### src/rtl/waveform_analyzer_pkg.sv
// Shared types and default sizing for the waveform analyzer.
package waveform_analyzer_pkg;

    localparam int DEF_DATA_W    = 8;
    localparam int DEF_CNT_W     = 16;
    localparam int DEF_LEARN_LEN = 256;
    localparam int DEF_HYST      = 8;

    typedef enum logic [2:0] {
        ST_IDLE,
        ST_LEARN,
        ST_CALC,
        ST_ARM,
        ST_WAIT_RISE,
        ST_FALL,
        ST_RISE,
        ST_DONE
    } wa_state_e;

endpackage

### src/rtl/waveform_analyzer_if.sv
// Sample stream in, measurement results out.
interface waveform_analyzer_if
    import waveform_analyzer_pkg::*;
#(
    parameter int DATA_W = DEF_DATA_W,
    parameter int CNT_W  = DEF_CNT_W
) ();

    logic              start;
    logic              sample_valid;
    logic [DATA_W-1:0] sample;
    logic              busy;
    logic              meas_valid;
    logic [CNT_W-1:0]  period;
    logic [DATA_W-1:0] vmin;
    logic [DATA_W-1:0] vmax;
    logic              flat;
    logic              timeout;

    // Sample source / register side
    modport master (
        output start, sample_valid, sample,
        input  busy, meas_valid, period, vmin, vmax, flat, timeout
    );

    // Analyzer side
    modport slave (
        input  start, sample_valid, sample,
        output busy, meas_valid, period, vmin, vmax, flat, timeout
    );

endinterface

### src/rtl/wa_threshold_calc.sv
// Midpoint threshold with saturating hysteresis band, plus flat detection.
module wa_threshold_calc
    import waveform_analyzer_pkg::*;
#(
    parameter int DATA_W = DEF_DATA_W,
    parameter int HYST   = DEF_HYST
) (
    input  logic [DATA_W-1:0] vmin,
    input  logic [DATA_W-1:0] vmax,
    output logic [DATA_W-1:0] lo,
    output logic [DATA_W-1:0] hi,
    output logic              flat
);

    localparam logic [DATA_W:0] HYST_X  = (DATA_W+1)'(HYST);
    localparam logic [DATA_W:0] HYST2_X = (DATA_W+1)'(2 * HYST);

    logic [DATA_W-1:0] mid;

    // a - HYST, clamped at 0
    function automatic logic [DATA_W-1:0] sat_sub_hyst(input logic [DATA_W-1:0] a);
        logic [DATA_W:0] ax;
        ax = {1'b0, a};
        if (ax < HYST_X) return '0;
        return DATA_W'(ax - HYST_X);
    endfunction

    // a + HYST, clamped at full scale
    function automatic logic [DATA_W-1:0] sat_add_hyst(input logic [DATA_W-1:0] a);
        logic [DATA_W:0] s;
        s = {1'b0, a} + HYST_X;
        if (s[DATA_W]) return '1;
        return s[DATA_W-1:0];
    endfunction

    // Sum carried one bit wider so the average never wraps
    assign mid  = DATA_W'(({1'b0, vmin} + {1'b0, vmax}) >> 1);
    assign lo   = sat_sub_hyst(mid);
    assign hi   = sat_add_hyst(mid);
    assign flat = ({1'b0, vmax} - {1'b0, vmin}) < HYST2_X;

endmodule

### src/rtl/waveform_analyzer.sv
// Learns min/max of a sample stream, then measures rising-crossing period.
module waveform_analyzer
    import waveform_analyzer_pkg::*;
#(
    parameter int DATA_W    = DEF_DATA_W,
    parameter int CNT_W     = DEF_CNT_W,
    parameter int LEARN_LEN = DEF_LEARN_LEN,
    parameter int HYST      = DEF_HYST
) (
    input logic                clk,
    input logic                rst,
    waveform_analyzer_if.slave bus
);

    localparam int                LCNT_W     = $clog2(LEARN_LEN + 1);
    localparam logic [LCNT_W-1:0] LEARN_LAST = LCNT_W'(LEARN_LEN - 1);
    // Count value whose next sample makes 2^CNT_W-1 samples
    localparam logic [CNT_W-1:0]  TMO_LAST   = ~(CNT_W'(1));

    wa_state_e         state, state_nxt;
    logic [LCNT_W-1:0] learn_cnt;
    logic [DATA_W-1:0] minv, maxv;
    logic [DATA_W-1:0] lo, hi;
    logic              is_flat;
    logic [CNT_W-1:0]  tcnt, pcnt;
    logic [CNT_W-1:0]  period_r;
    logic [DATA_W-1:0] vmin_r, vmax_r;
    logic              flat_r, timeout_r;
    logic              sv, at_lo, at_hi, tmo_hit;
    logic              fin_flat, fin_meas, fin_tmo;

    wa_threshold_calc #(
        .DATA_W (DATA_W),
        .HYST   (HYST)
    ) u_thr (
        .vmin (minv),
        .vmax (maxv),
        .lo   (lo),
        .hi   (hi),
        .flat (is_flat)
    );

    // Equality with a threshold counts as crossed
    assign sv      = bus.sample_valid;
    assign at_lo   = bus.sample <= lo;
    assign at_hi   = bus.sample >= hi;
    assign tmo_hit = sv && (tcnt == TMO_LAST);

    // State register
    always_ff @(posedge clk or posedge rst) begin
        if (rst) state <= ST_IDLE;
        else     state <= state_nxt;
    end

    // Next state and result-load strobes; timeout beats intermediate crossings, a completing rise beats timeout
    always_comb begin
        state_nxt = state;
        fin_flat  = 1'b0;
        fin_meas  = 1'b0;
        fin_tmo   = 1'b0;
        case (state)
            ST_IDLE:      if (bus.start) state_nxt = ST_LEARN;
            ST_LEARN:     if (sv && learn_cnt == LEARN_LAST) state_nxt = ST_CALC;
            ST_CALC: begin
                if (is_flat) begin
                    state_nxt = ST_DONE;
                    fin_flat  = 1'b1;
                end else begin
                    state_nxt = ST_ARM;
                end
            end
            ST_ARM: begin
                if (tmo_hit) begin
                    state_nxt = ST_DONE;
                    fin_tmo   = 1'b1;
                end else if (sv && at_lo) begin
                    state_nxt = ST_WAIT_RISE;
                end
            end
            ST_WAIT_RISE: begin
                if (tmo_hit) begin
                    state_nxt = ST_DONE;
                    fin_tmo   = 1'b1;
                end else if (sv && at_hi) begin
                    state_nxt = ST_FALL;
                end
            end
            ST_FALL: begin
                if (tmo_hit) begin
                    state_nxt = ST_DONE;
                    fin_tmo   = 1'b1;
                end else if (sv && at_lo) begin
                    state_nxt = ST_RISE;
                end
            end
            ST_RISE: begin
                if (sv && at_hi) begin
                    state_nxt = ST_DONE;
                    fin_meas  = 1'b1;
                end else if (tmo_hit) begin
                    state_nxt = ST_DONE;
                    fin_tmo   = 1'b1;
                end
            end
            ST_DONE:      state_nxt = ST_IDLE;
            default:      state_nxt = ST_IDLE;
        endcase
    end

    // Learning window: running min/max seeded by the first valid sample
    always_ff @(posedge clk or posedge rst) begin
        if (rst) begin
            learn_cnt <= '0;
            minv      <= '0;
            maxv      <= '0;
        end else if (state == ST_IDLE && bus.start) begin
            learn_cnt <= '0;
        end else if (state == ST_LEARN && sv) begin
            learn_cnt <= learn_cnt + 1'b1;
            if (learn_cnt == '0) begin
                minv <= bus.sample;
                maxv <= bus.sample;
            end else begin
                if (bus.sample < minv) minv <= bus.sample;
                if (bus.sample > maxv) maxv <= bus.sample;
            end
        end
    end

    // Timeout and period counters, advanced only by valid samples
    always_ff @(posedge clk or posedge rst) begin
        if (rst) begin
            tcnt <= '0;
            pcnt <= '0;
        end else begin
            case (state)
                ST_IDLE: begin
                    if (bus.start) begin
                        tcnt <= '0;
                        pcnt <= '0;
                    end
                end
                ST_CALC: begin
                    tcnt <= '0;
                    pcnt <= '0;
                end
                ST_ARM: begin
                    if (sv) tcnt <= tcnt + 1'b1;
                end
                ST_WAIT_RISE: begin
                    if (sv) begin
                        tcnt <= tcnt + 1'b1;
                        if (at_hi) pcnt <= CNT_W'(1);
                    end
                end
                ST_FALL: begin
                    if (sv) begin
                        tcnt <= tcnt + 1'b1;
                        pcnt <= pcnt + 1'b1;
                    end
                end
                ST_RISE: begin
                    if (sv) begin
                        tcnt <= tcnt + 1'b1;
                        if (!at_hi) pcnt <= pcnt + 1'b1;
                    end
                end
                default: ;
            endcase
        end
    end

    // Result registers, loaded on entry to DONE and held until the next one
    always_ff @(posedge clk or posedge rst) begin
        if (rst) begin
            period_r  <= '0;
            vmin_r    <= '0;
            vmax_r    <= '0;
            flat_r    <= 1'b0;
            timeout_r <= 1'b0;
        end else if (fin_flat || fin_tmo || fin_meas) begin
            period_r  <= fin_meas ? pcnt : '0;
            vmin_r    <= minv;
            vmax_r    <= maxv;
            flat_r    <= fin_flat;
            timeout_r <= fin_tmo;
        end
    end

    assign bus.busy       = (state != ST_IDLE);
    assign bus.meas_valid = (state == ST_DONE);
    assign bus.period     = period_r;
    assign bus.vmin       = vmin_r;
    assign bus.vmax       = vmax_r;
    assign bus.flat       = flat_r;
    assign bus.timeout    = timeout_r;

endmodule

### src/flat_wrapper.sv
// flat-port wrapper written by rule: the top's interface ports become plain ports
module waveform_analyzer_flat import waveform_analyzer_pkg::*;
#(
    parameter int DATA_W    = DEF_DATA_W,
    parameter int CNT_W     = DEF_CNT_W,
    parameter int LEARN_LEN = DEF_LEARN_LEN,
    parameter int HYST      = DEF_HYST
)
  (clk, rst, bus_start, bus_sample_valid, bus_sample, bus_busy, bus_meas_valid, bus_period, bus_vmin, bus_vmax, bus_flat, bus_timeout);
  waveform_analyzer_if #(.DATA_W(DATA_W), .CNT_W(CNT_W)) bus_i ();
  input logic clk;
  input logic rst;
  input wire logic [$bits(bus_i.start)-1:0] bus_start;
  input wire logic [$bits(bus_i.sample_valid)-1:0] bus_sample_valid;
  input wire logic [$bits(bus_i.sample)-1:0] bus_sample;
  output wire logic [$bits(bus_i.busy)-1:0] bus_busy;
  output wire logic [$bits(bus_i.meas_valid)-1:0] bus_meas_valid;
  output wire logic [$bits(bus_i.period)-1:0] bus_period;
  output wire logic [$bits(bus_i.vmin)-1:0] bus_vmin;
  output wire logic [$bits(bus_i.vmax)-1:0] bus_vmax;
  output wire logic [$bits(bus_i.flat)-1:0] bus_flat;
  output wire logic [$bits(bus_i.timeout)-1:0] bus_timeout;
  assign bus_i.start = bus_start;
  assign bus_i.sample_valid = bus_sample_valid;
  assign bus_i.sample = bus_sample;
  assign bus_busy = bus_i.busy;
  assign bus_meas_valid = bus_i.meas_valid;
  assign bus_period = bus_i.period;
  assign bus_vmin = bus_i.vmin;
  assign bus_vmax = bus_i.vmax;
  assign bus_flat = bus_i.flat;
  assign bus_timeout = bus_i.timeout;
  waveform_analyzer #(.DATA_W(DATA_W), .CNT_W(CNT_W), .LEARN_LEN(LEARN_LEN), .HYST(HYST)) u_core (.clk(clk), .rst(rst), .bus(bus_i));
endmodule
### config.mk
export PLATFORM = sky130hd
export DESIGN_NAME = waveform_analyzer_flat
export DESIGN_NICKNAME = d
export VERILOG_FILES = /design/src/rtl/waveform_analyzer_pkg.sv /design/src/rtl/waveform_analyzer_if.sv /design/src/rtl/wa_threshold_calc.sv /design/src/rtl/waveform_analyzer.sv /design/src/flat_wrapper.sv
export SDC_FILE = /design/constraint.sdc
export NUM_CORES = 1
export LEC_CHECK = 0
export CAP_MARGIN = 20
export CORE_UTILIZATION = 40
export DETAILED_ROUTE_END_ITERATION = 6
export SLEW_MARGIN = 20
export SYNTH_ARGS = -nofsm -noshare
export SYNTH_HDL_FRONTEND = slang
export SYNTH_SLANG_ARGS = --single-unit
### constraint.sdc
create_clock -name clk -period 4.6 [get_ports clk]
set_input_delay 0.92 -clock clk [delete_from_list [all_inputs] [get_ports clk]]
set_output_delay 0.92 -clock clk [all_outputs]
set_load 0.01 [all_outputs]
# After elaboration in Yosys (flattened, before gate mapping)

Index checks and enable logic that the tools add are counted.

Logic and storage cells: 110
Output and inout bits: 36
Flip-flop bits (word level): 94

$add $sub $neg: 7
Bitwise logic cells: 1
Magnitude comparators: 6
Equal/unequal tests: 21
Mux-type cells: 41
Reduce and logical (&&, ||, !) cells: 23

Operator list:

| operator                                                    | number |
|---|---|
| 2-to-1 mux 16 bit                                           | 8 |
| case mux 16 bit (5 select lines)                            | 1 |
| 2-to-1 mux 8 bit                                            | 8 |
| case mux 16 bit (3 select lines)                            | 1 |
| 2-to-1 mux 3 bit                                            | 11 |
| adder 16 x 1 -> 16 bit (second input constant)              | 2 |
| case mux 3 bit (8 select lines)                             | 1 |
| 2-to-1 mux 9 bit                                            | 2 |
| == test 16 bit (second input constant)                      | 1 |
| == test 3 bit (second input constant)                       | 4 |
| inequality test 3 x 1 -> 1 bit (second input constant)      | 4 |
| inequality test 2 bit (second input constant)               | 5 |
| adder 8 x 4 -> 9 bit (second input constant)                | 1 |
| adder 8 x 8 -> 9 bit                                        | 1 |
| adder 9 x 1 -> 9 bit (second input constant)                | 1 |
| == test 9 x 8 -> 1 bit (second input constant)              | 1 |
| zero test 9 bit                                             | 1 |
| less-than comparator 9 x 5 -> 1 bit (second input constant) | 1 |
| AND reduction 3 bit                                         | 3 |
| subtractor 8 x 8 -> 9 bit                                   | 1 |
| >= comparator 8 bit                                         | 1 |
| > comparator 8 bit                                          | 1 |
| <= comparator 8 bit                                         | 1 |
| less-than comparator 8 x 4 -> 1 bit (second input constant) | 1 |
| 18 further kinds                                            | 37 |

# Longest topological paths before layout

Gate-level depths: netlist of run 1.

Depth in word-level cells: 10
Depth in mapped cells: 21

# Hierarchy

A second synthesis of run 1 with hierarchy kept.

Cells, all modules: 739
Area total of the unflattened synthesis: 6676.4 um^2

By module, submodules not included:

| module            | cells an instance | sequential area each (um^2) | times used | area each (um^2) |
|---|---|---|---|---|
| waveform_analyzer | 619               | 2352.3                      | 1          | 5751.8 |
| wa_threshold_calc | 120               | 0.0                         | 1          | 924.6 |

# Worst setup path after synthesis of run 1

No wires, ideal clock.

Path type: flip-flop to flip-flop
From: reg u_core.minv[2]
To: reg u_core.vmax_r[0] (netlist: u_core.bus.vmax[0])
Path buffers: 2
Period minus slack after synthesis: 4563 ps
Cell stages (with the launch flop): 20
Arrival time: 4438 ps
Setup slack: 37 ps
Cell sequence: dfrtp_1 inv_1 ha_1 nor2_1 a221oi_1 o21a_1 o211ai_2 and2_1 and3_1 or2_2 ha_1 nand2b_1 a2111oi_2 o31ai_2 or4b_1 nand3_1 nand2b_1 buf_6 buf_12 mux2_4

Word-level cells in the longest chain between the ends: 10
Elaborated cells between the ends (all ways): 16

Ends and longest elaborated chain:

| item                            | RTL line                 | RTL |
|---|---|---|
| from (decl)                     | waveform_analyzer.sv:22  | `logic [DATA_W-1:0] minv, maxv;` |
| from (signal assigned)          | waveform_analyzer.sv:121 | `minv <= bus.sample;` |
| from (signal assigned)          | waveform_analyzer.sv:124 | `if (bus.sample < minv) minv <= bus.sample;` |
| adder 8 x 8 -> 9 bit            | wa_threshold_calc.sv:37  | `assign mid = DATA_W'(({1'b0, vmin} + {1'b0, vmax}) >> 1);` |
| adder 8 x 4 -> 9 bit            | wa_threshold_calc.sv:31  | `s = {1'b0, a} + HYST_X;` |
| 2-to-1 mux 1 bit                | wa_threshold_calc.sv:32  | `if (s[DATA_W]) return '1;` |
| 2-to-1 mux 8 bit                | wa_threshold_calc.sv:33  | `return s[DATA_W-1:0];` |
| >= comparator 8 bit             | waveform_analyzer.sv:46  | `assign at_hi = bus.sample >= hi;` |
| logical AND 1 bit               | waveform_analyzer.sv:97  | `if (sv && at_hi) begin` |
| 2-to-1 mux 1 bit                | waveform_analyzer.sv:97  |  |
| case mux 1 bit (2 select lines) | waveform_analyzer.sv:61  | `case (state)` |
| logical OR 1 bit                | waveform_analyzer.sv:181 | `end else if (fin_flat \|\| fin_tmo \|\| fin_meas) begin` |
| logical OR 1 bit *              | waveform_analyzer.sv:181 |  |
| to (signal assigned)            | waveform_analyzer.sv:184 | `vmax_r <= maxv;` |
| to (decl)                       | waveform_analyzer.sv:27  | `logic [DATA_W-1:0] vmin_r, vmax_r;` |

Every way passes the cells marked *; elsewhere a longest branch is shown, timed or not.
A chain may end at the register's enable or synchronous reset.

# Worst setup path after layout of run 1

From: reg u_core.maxv[5]
To: reg u_core.vmax_r[3] (netlist: u_core.bus.vmax[3])

Word-level cells in the longest chain between the ends: 10
Elaborated cells between the ends (all ways): 16

Ends and longest elaborated chain:

| item                            | RTL line                 | RTL |
|---|---|---|
| from (decl)                     | waveform_analyzer.sv:22  |  |
| from (signal assigned)          | waveform_analyzer.sv:122 | `maxv <= bus.sample;` |
| from (signal assigned)          | waveform_analyzer.sv:125 | `if (bus.sample > maxv) maxv <= bus.sample;` |
| adder 8 x 8 -> 9 bit            | wa_threshold_calc.sv:37  |  |
| adder 8 x 4 -> 9 bit            | wa_threshold_calc.sv:31  |  |
| 2-to-1 mux 1 bit                | wa_threshold_calc.sv:32  |  |
| 2-to-1 mux 8 bit                | wa_threshold_calc.sv:33  |  |
| >= comparator 8 bit             | waveform_analyzer.sv:46  |  |
| logical AND 1 bit               | waveform_analyzer.sv:97  |  |
| 2-to-1 mux 1 bit                | waveform_analyzer.sv:97  |  |
| case mux 1 bit (2 select lines) | waveform_analyzer.sv:61  |  |
| logical OR 1 bit                | waveform_analyzer.sv:181 |  |
| logical OR 1 bit *              | waveform_analyzer.sv:181 |  |

Marked as above.

==> results of run 1 <==
## power groups by stage
stage	combinational, mW	clock (mW)	sequential [mW]
floorplan	2.50	0	1.20
global placement	3.45	0	1.22
detailed placement	3.58	0	1.23
CTS	3.66	0.828	1.21
global route	4.24	0.862	1.25
finish	3.80	0.808	1.22
## cell families (layout without fill, tap and decap cells)
logic type                 after synthesis  after routing  share of synthesized area (%)
and+or+nand+nor                        263            263                           20.5
AOI/OAI and AO/OA                      162            162                           16.4
DFF                                     94             94                           37.8
buffers and inverters                   67            135                           4.50
adders and majority gates               53             53                           10.8
muxes                                   37             37                           7.08
xor gates and xnor gates                21             21                           2.96
## cell usage in the layout (no fill, tap or decap), types with 4 or more instances in the layout
cell type,Yosys,routed
nor3_1,7,7
o31ai_1,8,8
mux2_2,16,16
o21ai_0,65,64
a31oi_1,7,7
nand4_1,17,17
o22ai_1,4,4
clkbuf_16,0,10
inv_1,39,38
nor2b_1,7,6
a21oi_1,31,29
clkdlybuf4s50_1,0,47
o211ai_1,4,4
nand3_1,29,29
nand2b_1,11,10
xor2_1,10,10
and2_1,8,8
and3_1,18,18
a311o_1,7,7
nand2_1,88,88
o21a_1,7,7
nor2_1,55,55
dfrtp_1,94,93
mux2_4,10,10
mux2i_1,11,11
buf_4,0,32
xnor2_1,11,10
or3_1,8,8
ha_1,52,49
## what timing repair did
action	CTS	global route
hold endpoints to repair	0	0
pin swaps	0	4
setup buffers	0	2
endpoints found under the setup margin	16	48
cloned	0	1
gates resized for setup	3	12
## final timing paths
check	end	depth (start not counted)	slack, ps
worst max-delay path	u_core.bus.vmax[3]$_DFFE_PP0P_	16	200
worst min-delay path	u_core.pcnt[15]$_DFFE_PP0P_	1	490
worst max register to register	u_core.bus.vmax[3]$_DFFE_PP0P_	16	200
worst min register to register	u_core.pcnt[15]$_DFFE_PP0P_	1	490
max in group asynchronous	u_core.minv[1]$_DFFE_PP0P_	3	2700
min in group asynchronous	u_core.bus.period[13]$_DFFE_PP0P_	2	1040
## per-layer routing
layer	up-vias	global-route usage, %
li1	2614	-
met1	2590	27.4
met2	94	31.2
met3	14	2.49
met4	0	8.05
met5	-	0
## registers in the layout, indices dropped and copies added, names as in the netlist
signal / flops
u_core.bus.vmin: 8
u_core.tcnt: 16
u_core.maxv: 8
u_core.pcnt: 16
u_core.bus.timeout: 1
u_core.bus.flat: 1
u_core.learn_cnt: 9
u_core.state: 3
u_core.bus.vmax: 8
u_core.bus.period: 16
u_core.minv: 8
## worst max-delay path: cells and delay by family, from the launching register on
family / cells / cell delay (ps)
adder cells (fa/ha/maj): 2 / 750
buffers and inverters: 2 / 260
AO/OA/AOI/OAI: 3 / 710
AND/OR/NAND/NOR: 8 / 1780
flip-flops: 1 / 450
multiplexers: 1 / 330
## stage by stage
stage	hold slack (ps)	utilization (%)	TNS [ps]	setup WS (ps)	cell area [sq um]
finish	489	49.1	0	201	7460
floorplan	450	-	0	37.1	6220
detailed placement	484	46.3	-184	-46.3	7040
global route	531	49.1	-171	-17.9	7460
CTS	491	48.5	0	24.3	7370
global placement	476	46.3	0	89.7	7040
## layout make-up
cell class,instances,area [sq um]
Fill cell,1420,7740
Multi-Input combinational cell,536,3660
Sequential cell,94,2350
Timing Repair Buffer,81,756
Tap cell,188,235
Clock buffer,10,229
Inverter,39,149
Clock inverter,5,82.6
==> impl_metrics.py, run 1 <==
metrics = {
    "run_status": {
        "status": "finished, final reports clean",
    },
    "global_routing": {
        "grt_first_pass_wirelength_mm": 25.2,
        "antenna_found_initial": 0,
        "grt_usage_pct": 19.7,
        "grt_max_degree": 65,
        "grt_pass1_vias": 5167,
        "globalRoute.totalOverflow": 0,
    },
    "cells_and_area": {
        "drive_above_1_share_pct": 12.5,
        "area_growth_pct": 20.0,
        "nNetsFinal": 826,
        "n_antenna_cell": 0,
        "instances_no_fill": 953,
    },
    "power": {
        "switching_share_pct": 43.6,
        "power_mw": 5.82,
        "peakVddDrop_mv": 0.370,
        "p_comb_share_pct": 65.2,
        "internal-power_mw": 3.28,
        "p_clk_share_pct": 13.9,
        "leakagePower_nw": 3.36,
        "p_switching_mw": 2.54,
        "power_density_mw_per_mm2": 780,
        "pwr-share-seq_pct": 20.9,
    },
    "sta": {
        "max_clock_freq_mhz": 227,
        "relSlewSlack_pct": 35.6,
        "fin_skew_ps": 9.67,
        "hold_viol_final": 0,
        "maxSlewViolCount": 0,
        "period_share_pct": 95.6,
        "period_needed_ps": 4400,
        "worst_pin_slew_ps": 963,
        "timing.final.setup_violations": 0,
    },
    "routing": {
        "top_layer": "met4",
        "drc": 0,
        "wl_met2_mm": 6.85,
        "wl_per_cell_um": 15.8,
        "wl_met1_mm": 7.55,
        "dr.first_iter.drc_count": 350,
        "antenna_left": 0,
        "wirelength_mm": 15.1,
        "num_vias": 5312,
        "drtPass1Iterations": 5,
        "via_per_inst": 5.57,
        "wl_met3_um": 445,
    },
    "setup_path": {
        "slowest_delay_ps": 470,
        "critPathCaptureType": "flip-flop",
        "cp-start-kind": "flip-flop",
        "arrival_ps": 4640,
        "worstSetupStartpoint": "u_core.maxv[5]$_DFFE_PP0P_",
        "reg2reg_from": "u_core.maxv[5]$_DFFE_PP0P_",
        "slowest_stage": "or4b_1",
        "crit_chain": "ha_1 > and3_1 > or3_1 > a211oi_2 > and2_1 > and3_1 > buf_4 > nor2_1 > ha_1 > a2111oi_4 > o31ai_2 > or4b_1 > nand3_1 > nand2b_4 > buf_12 > mux2_2",
        "criticalPathCategory": "reg -> reg",
        "cp.required_ps": 4840,
        "cp_max_fo": 8,
    },
    "die": {
        "start_util_pct": 40.9,
        "die_w_um": 127,
        "die_h_um": 127,
        "dieArea_sq_mm": 0.0161,
        "rows": 45,
        "io_pins": 48,
        "core_area_sq_mm": 0.0152,
    },
    "clocking": {
        "htreeDepth": 3,
        "cts_sinks": 94,
        "cts_made_buffers": 9,
        "tritoncts": "done",
        "cts_hold_buf": 0,
        "clk_latency_ps": 360,
        "clockBufferDepth": 2,
        "path_clk_slew_ps": 70,
        "cts_root_buffer": "clkbuf_16",
    },
    "yosys": {
        "synth_nets": 762,
        "synth_warnings": 0,
        "synth_cell_types": 64,
        "ys_dominant_reg_cell": "dfrtp_1",
        "avgSynthCellArea_sq_um": 8.93,
        "synth_top_cell_area_share_pct": 37.8,
        "yosys-top-cells-area": "dfrtp_1 (38%), ha_1 (10%), nand2_1 (5.3%)",
        "yosysSeqAreaShare_pct": 37.8,
        "synth_most_common_cell": "dfrtp_1",
        "ys_top_cells_by_count": "dfrtp_1 (94), nand2_1 (88), o21ai_0 (65)",
        "netlist_area_sq_mm": 0.00622,
        "synth-edff-count": 0,
        "yosysTopAreaCell": "dfrtp_1",
        "ys_seq_elements": 94,
        "async_flop_share_pct": 100,
        "synth_cells": 697,
    },
    "placed_design": {
        "place_hpwl_mm": 11.0,
        "place_inst": 935,
        "io_buffers": 47,
        "place.gp.congestion": 0.882,
    },
    "hold_path": {
        "hold_start": "u_core.pcnt[15]$_DFFE_PP0P_",
        "hold_path.class": "reg -> reg",
    },
    "run": {
        "cap_violations": 0,
    },
}
Power figures use the tool's default switching activity.
==> inputs of run 2 (changes only) <==
Settings changed: ABC_AREA from default to 1.
==> run 2 against run 1 <==
Against the previous run:
- combinational power decreased by 27%
- count of clock-buffer cells in the layout decreased by 1
- critical path type unchanged
- register-to-register slack improved by 280 ps
- critical endpoint is now u_core.pcnt[6]$_DFFE_PP0P_
- non-clock buffer count decreased by 27
- sequential power about the same
- sequential share of layout area increased by 0.15 points
- maximum frequency increased by 6.8%
- clock power about the same
==> impl_metrics.py, run 2 <==
metrics = {
    "run_status": {
        "status": "finished, final reports clean",
    },
    "yosys": {
        "synth_warnings": 0,
        "synth_cell_types": 43,
        "async_flop_share_pct": 100,
        "synth_nets": 949,
        "avgSynthCellArea_sq_um": 7.28,
        "synth_top_cell_area_share_pct": 36.5,
        "ys_dominant_reg_cell": "dfrtp_1",
        "ys_seq_elements": 94,
        "synth-edff-count": 0,
        "ys_top_cells_by_count": "nand2_1 (287), dfrtp_1 (94), inv_1 (92)",
        "synth_cells": 884,
        "netlist_area_sq_mm": 0.00644,
        "synth_most_common_cell": "nand2_1",
        "yosysSeqAreaShare_pct": 36.5,
        "yosysTopAreaCell": "dfrtp_1",
        "yosys-top-cells-area": "dfrtp_1 (37%), nand2_1 (17%), ha_1 (10%)",
    },
    "sta": {
        "fin_skew_ps": 12.7,
        "max_clock_freq_mhz": 243,
        "period_needed_ps": 4120,
        "period_share_pct": 89.5,
        "timing.final.setup_violations": 0,
        "holdWs_ps": 497,
        "hold_viol_final": 0,
        "worst_pin_slew_ps": 628,
        "rsz0062_at_grt": "false",
        "fin_ws_ps": 482,
        "relSlewSlack_pct": 58.1,
        "final.setup.tns_ps": 0,
        "maxSlewViolCount": 0,
    },
    "clocking": {
        "cts_hold_buf": 0,
        "htreeDepth": 3,
        "post_cts_buffers": 0,
        "clockBufferDepth": 2,
        "cts_made_buffers": 9,
        "cts_sinks": 94,
        "cts_root_buffer": "clkbuf_16",
        "tritoncts": "done",
        "clk_latency_ps": 350,
        "cts_resized": 0,
        "path_clk_slew_ps": 70,
    },
    "die": {
        "start_util_pct": 40.8,
        "die_h_um": 129,
        "io_pins": 48,
        "core_area_sq_mm": 0.0158,
        "dieArea_sq_mm": 0.0166,
        "die_w_um": 129,
        "rows": 46,
    },
    "hold_path": {
        "hold_path.class": "reg -> reg",
    },
    "setup_path": {
        "cp-start-kind": "flip-flop",
        "slowest_delay_ps": 510,
        "criticalPathCategory": "reg -> reg",
        "crit_chain": "ha_1 > nor2_1 > nand4_1 > nand3_1 > nand2_1 > nand2_1 > nand2_1 > nor2_1 > nand3_1 > inv_1 > nor2_1 > ha_1 > nand2_1 > nand3b_1 > nand2_1 > nand2_1 > nand2_1 > nand2_2 > o21ai_0 > inv_1 > nor2_2 > o21ai_0",
        "cp_num_buf_inv": 2,
        "crit_top_cell": "nand2_1",
        "cp.required_ps": 4810,
        "critPathCaptureType": "flip-flop",
        "critPathTopFamily": "simple AND/OR/NAND/NOR gates",
        "cp_max_fo": 14,
        "slowest_stage": "ha_1",
        "arrival_ps": 4330,
    },
    "placed_design": {
        "place_hpwl_mm": 11.8,
        "place.gp.congestion": 0.871,
        "preCtsSetupSlack_ps": 580,
        "io_buffers": 47,
    },
    "routing": {
        "wirelength_mm": 15.8,
        "via_per_inst": 5.06,
        "antenna_left": 0,
        "num_vias": 5813,
        "drc": 0,
        "dr.first_iter.drc_count": 394,
        "drtPass1Iterations": 4,
        "wl_per_cell_um": 13.8,
    },
    "global_routing": {
        "antenna_found_initial": 0,
        "globalRoute.totalOverflow": 0,
        "grt_usage_pct": 20.2,
        "grt_first_pass_wirelength_mm": 26.8,
        "grt_max_degree": 49,
        "grt_pass1_vias": 5268,
    },
    "power": {
        "power_density_mw_per_mm2": 642,
        "peakVddDrop_mv": 0.241,
        "leakagePower_nw": 3.70,
    },
    "cells_and_area": {
        "drive_above_1_share_pct": 5.90,
        "n_antenna_cell": 0,
        "area_growth_pct": 15.4,
        "final_common_cell": "nand2_1",
        "nNetsFinal": 993,
        "most-common-layout-cells": "nand2_1 (287), dfrtp_1 (94), inv_1 (91)",
    },
    "run": {
        "cap_violations": 0,
    },
}
run 2: cell count changes after synthesis, sizes merged, moves of 16 or more:
cell | previous run | this run
nand3 | 29 | 62
nor2 | 55 | 83
nand2 | 88 | 294
o21ai | 66 | 38
mux2 | 26 | 0
nand4 | 17 | 46
and3 | 20 | 0
inv | 39 | 96
clkbuf | 19 | 3
run 2: area by class of cell:
class,count,area [sq um]
Clock buffer,9,225
Sequential cell,94,2350
Inverter,97,368
Fill cell,1623,8340
Timing Repair Buffer,54,523
Tap cell,216,270
Multi-Input combinational cell,672,3590
Clock inverter,6,95.1
run 2: worst paths after layout:
check                                                   end                      startpoint  slack, ps  cells past startpoint
max in group asynchronous  u_core.bus.period[0]$_DFFE_PP0P_                             rst       2830                      3
min in group asynchronous    u_core.bus.vmax[5]$_DFFE_PP0P_                             rst       1010                      2
min reg2reg                  u_core.bus.timeout$_DFFE_PP0P_  u_core.bus.timeout$_DFFE_PP0P_        500                      2
max reg2reg                      u_core.pcnt[6]$_DFFE_PP0P_      u_core.maxv[4]$_DFFE_PP0P_        480                     22
min                          u_core.bus.timeout$_DFFE_PP0P_  u_core.bus.timeout$_DFFE_PP0P_        500                      2
max                              u_core.pcnt[6]$_DFFE_PP0P_      u_core.maxv[4]$_DFFE_PP0P_        480                     22
run 2: where the power goes:
part / switching, mW / internal, mW / total (mW)
Sequential: 0.196 / 1.00 / 1.20
Clock: 0.330 / 0.478 / 0.808
Combinational: 1.78 / 0.986 / 2.76
Total: 2.30 / 2.47 / 4.77
run 2: worst min-delay path, stage by stage, from the launching register on:
cell and delay [ps]:
dfrtp_1 340, nand3_1 70, nand2_1 50
run 2: per-layer routing:
metal  track usage [%]  vias up  wire, um
met5                 0        -         0
met3              3.16       16       671
met2              29.5      114      6630
met4              5.05        0       223
li1                  -     2993         -
met1              30.9     2690      8310
run 2: cells by family after synthesis:
logic type / after synthesis / share of synthesized area (%)
buffers and inverters: 118 / 7.66
flip-flops: 94 / 36.5
XOR/XNOR: 20 / 2.84
AND/OR/NAND/NOR: 506 / 34.2
AO/OA/AOI/OAI: 93 / 8.30
adder cells (fa/ha/maj): 53 / 10.4
run 2: through the flow:
| stage | area, sq um | power (mW) | std cells | utilization, % |
|---|---|---|---|---|
| floorplan | 6440 | 3.25 | 884 | - |
| global route | 7430 | 5.28 | 1148 | 47.1 |
| global placement | 7110 | 3.95 | 1133 | 45.1 |
| detailed placement | 7110 | 3.96 | 1133 | 45.1 |
| CTS | 7430 | 4.79 | 1148 | 47.1 |
| finish | 7430 | 4.77 | 1148 | 47.1 |
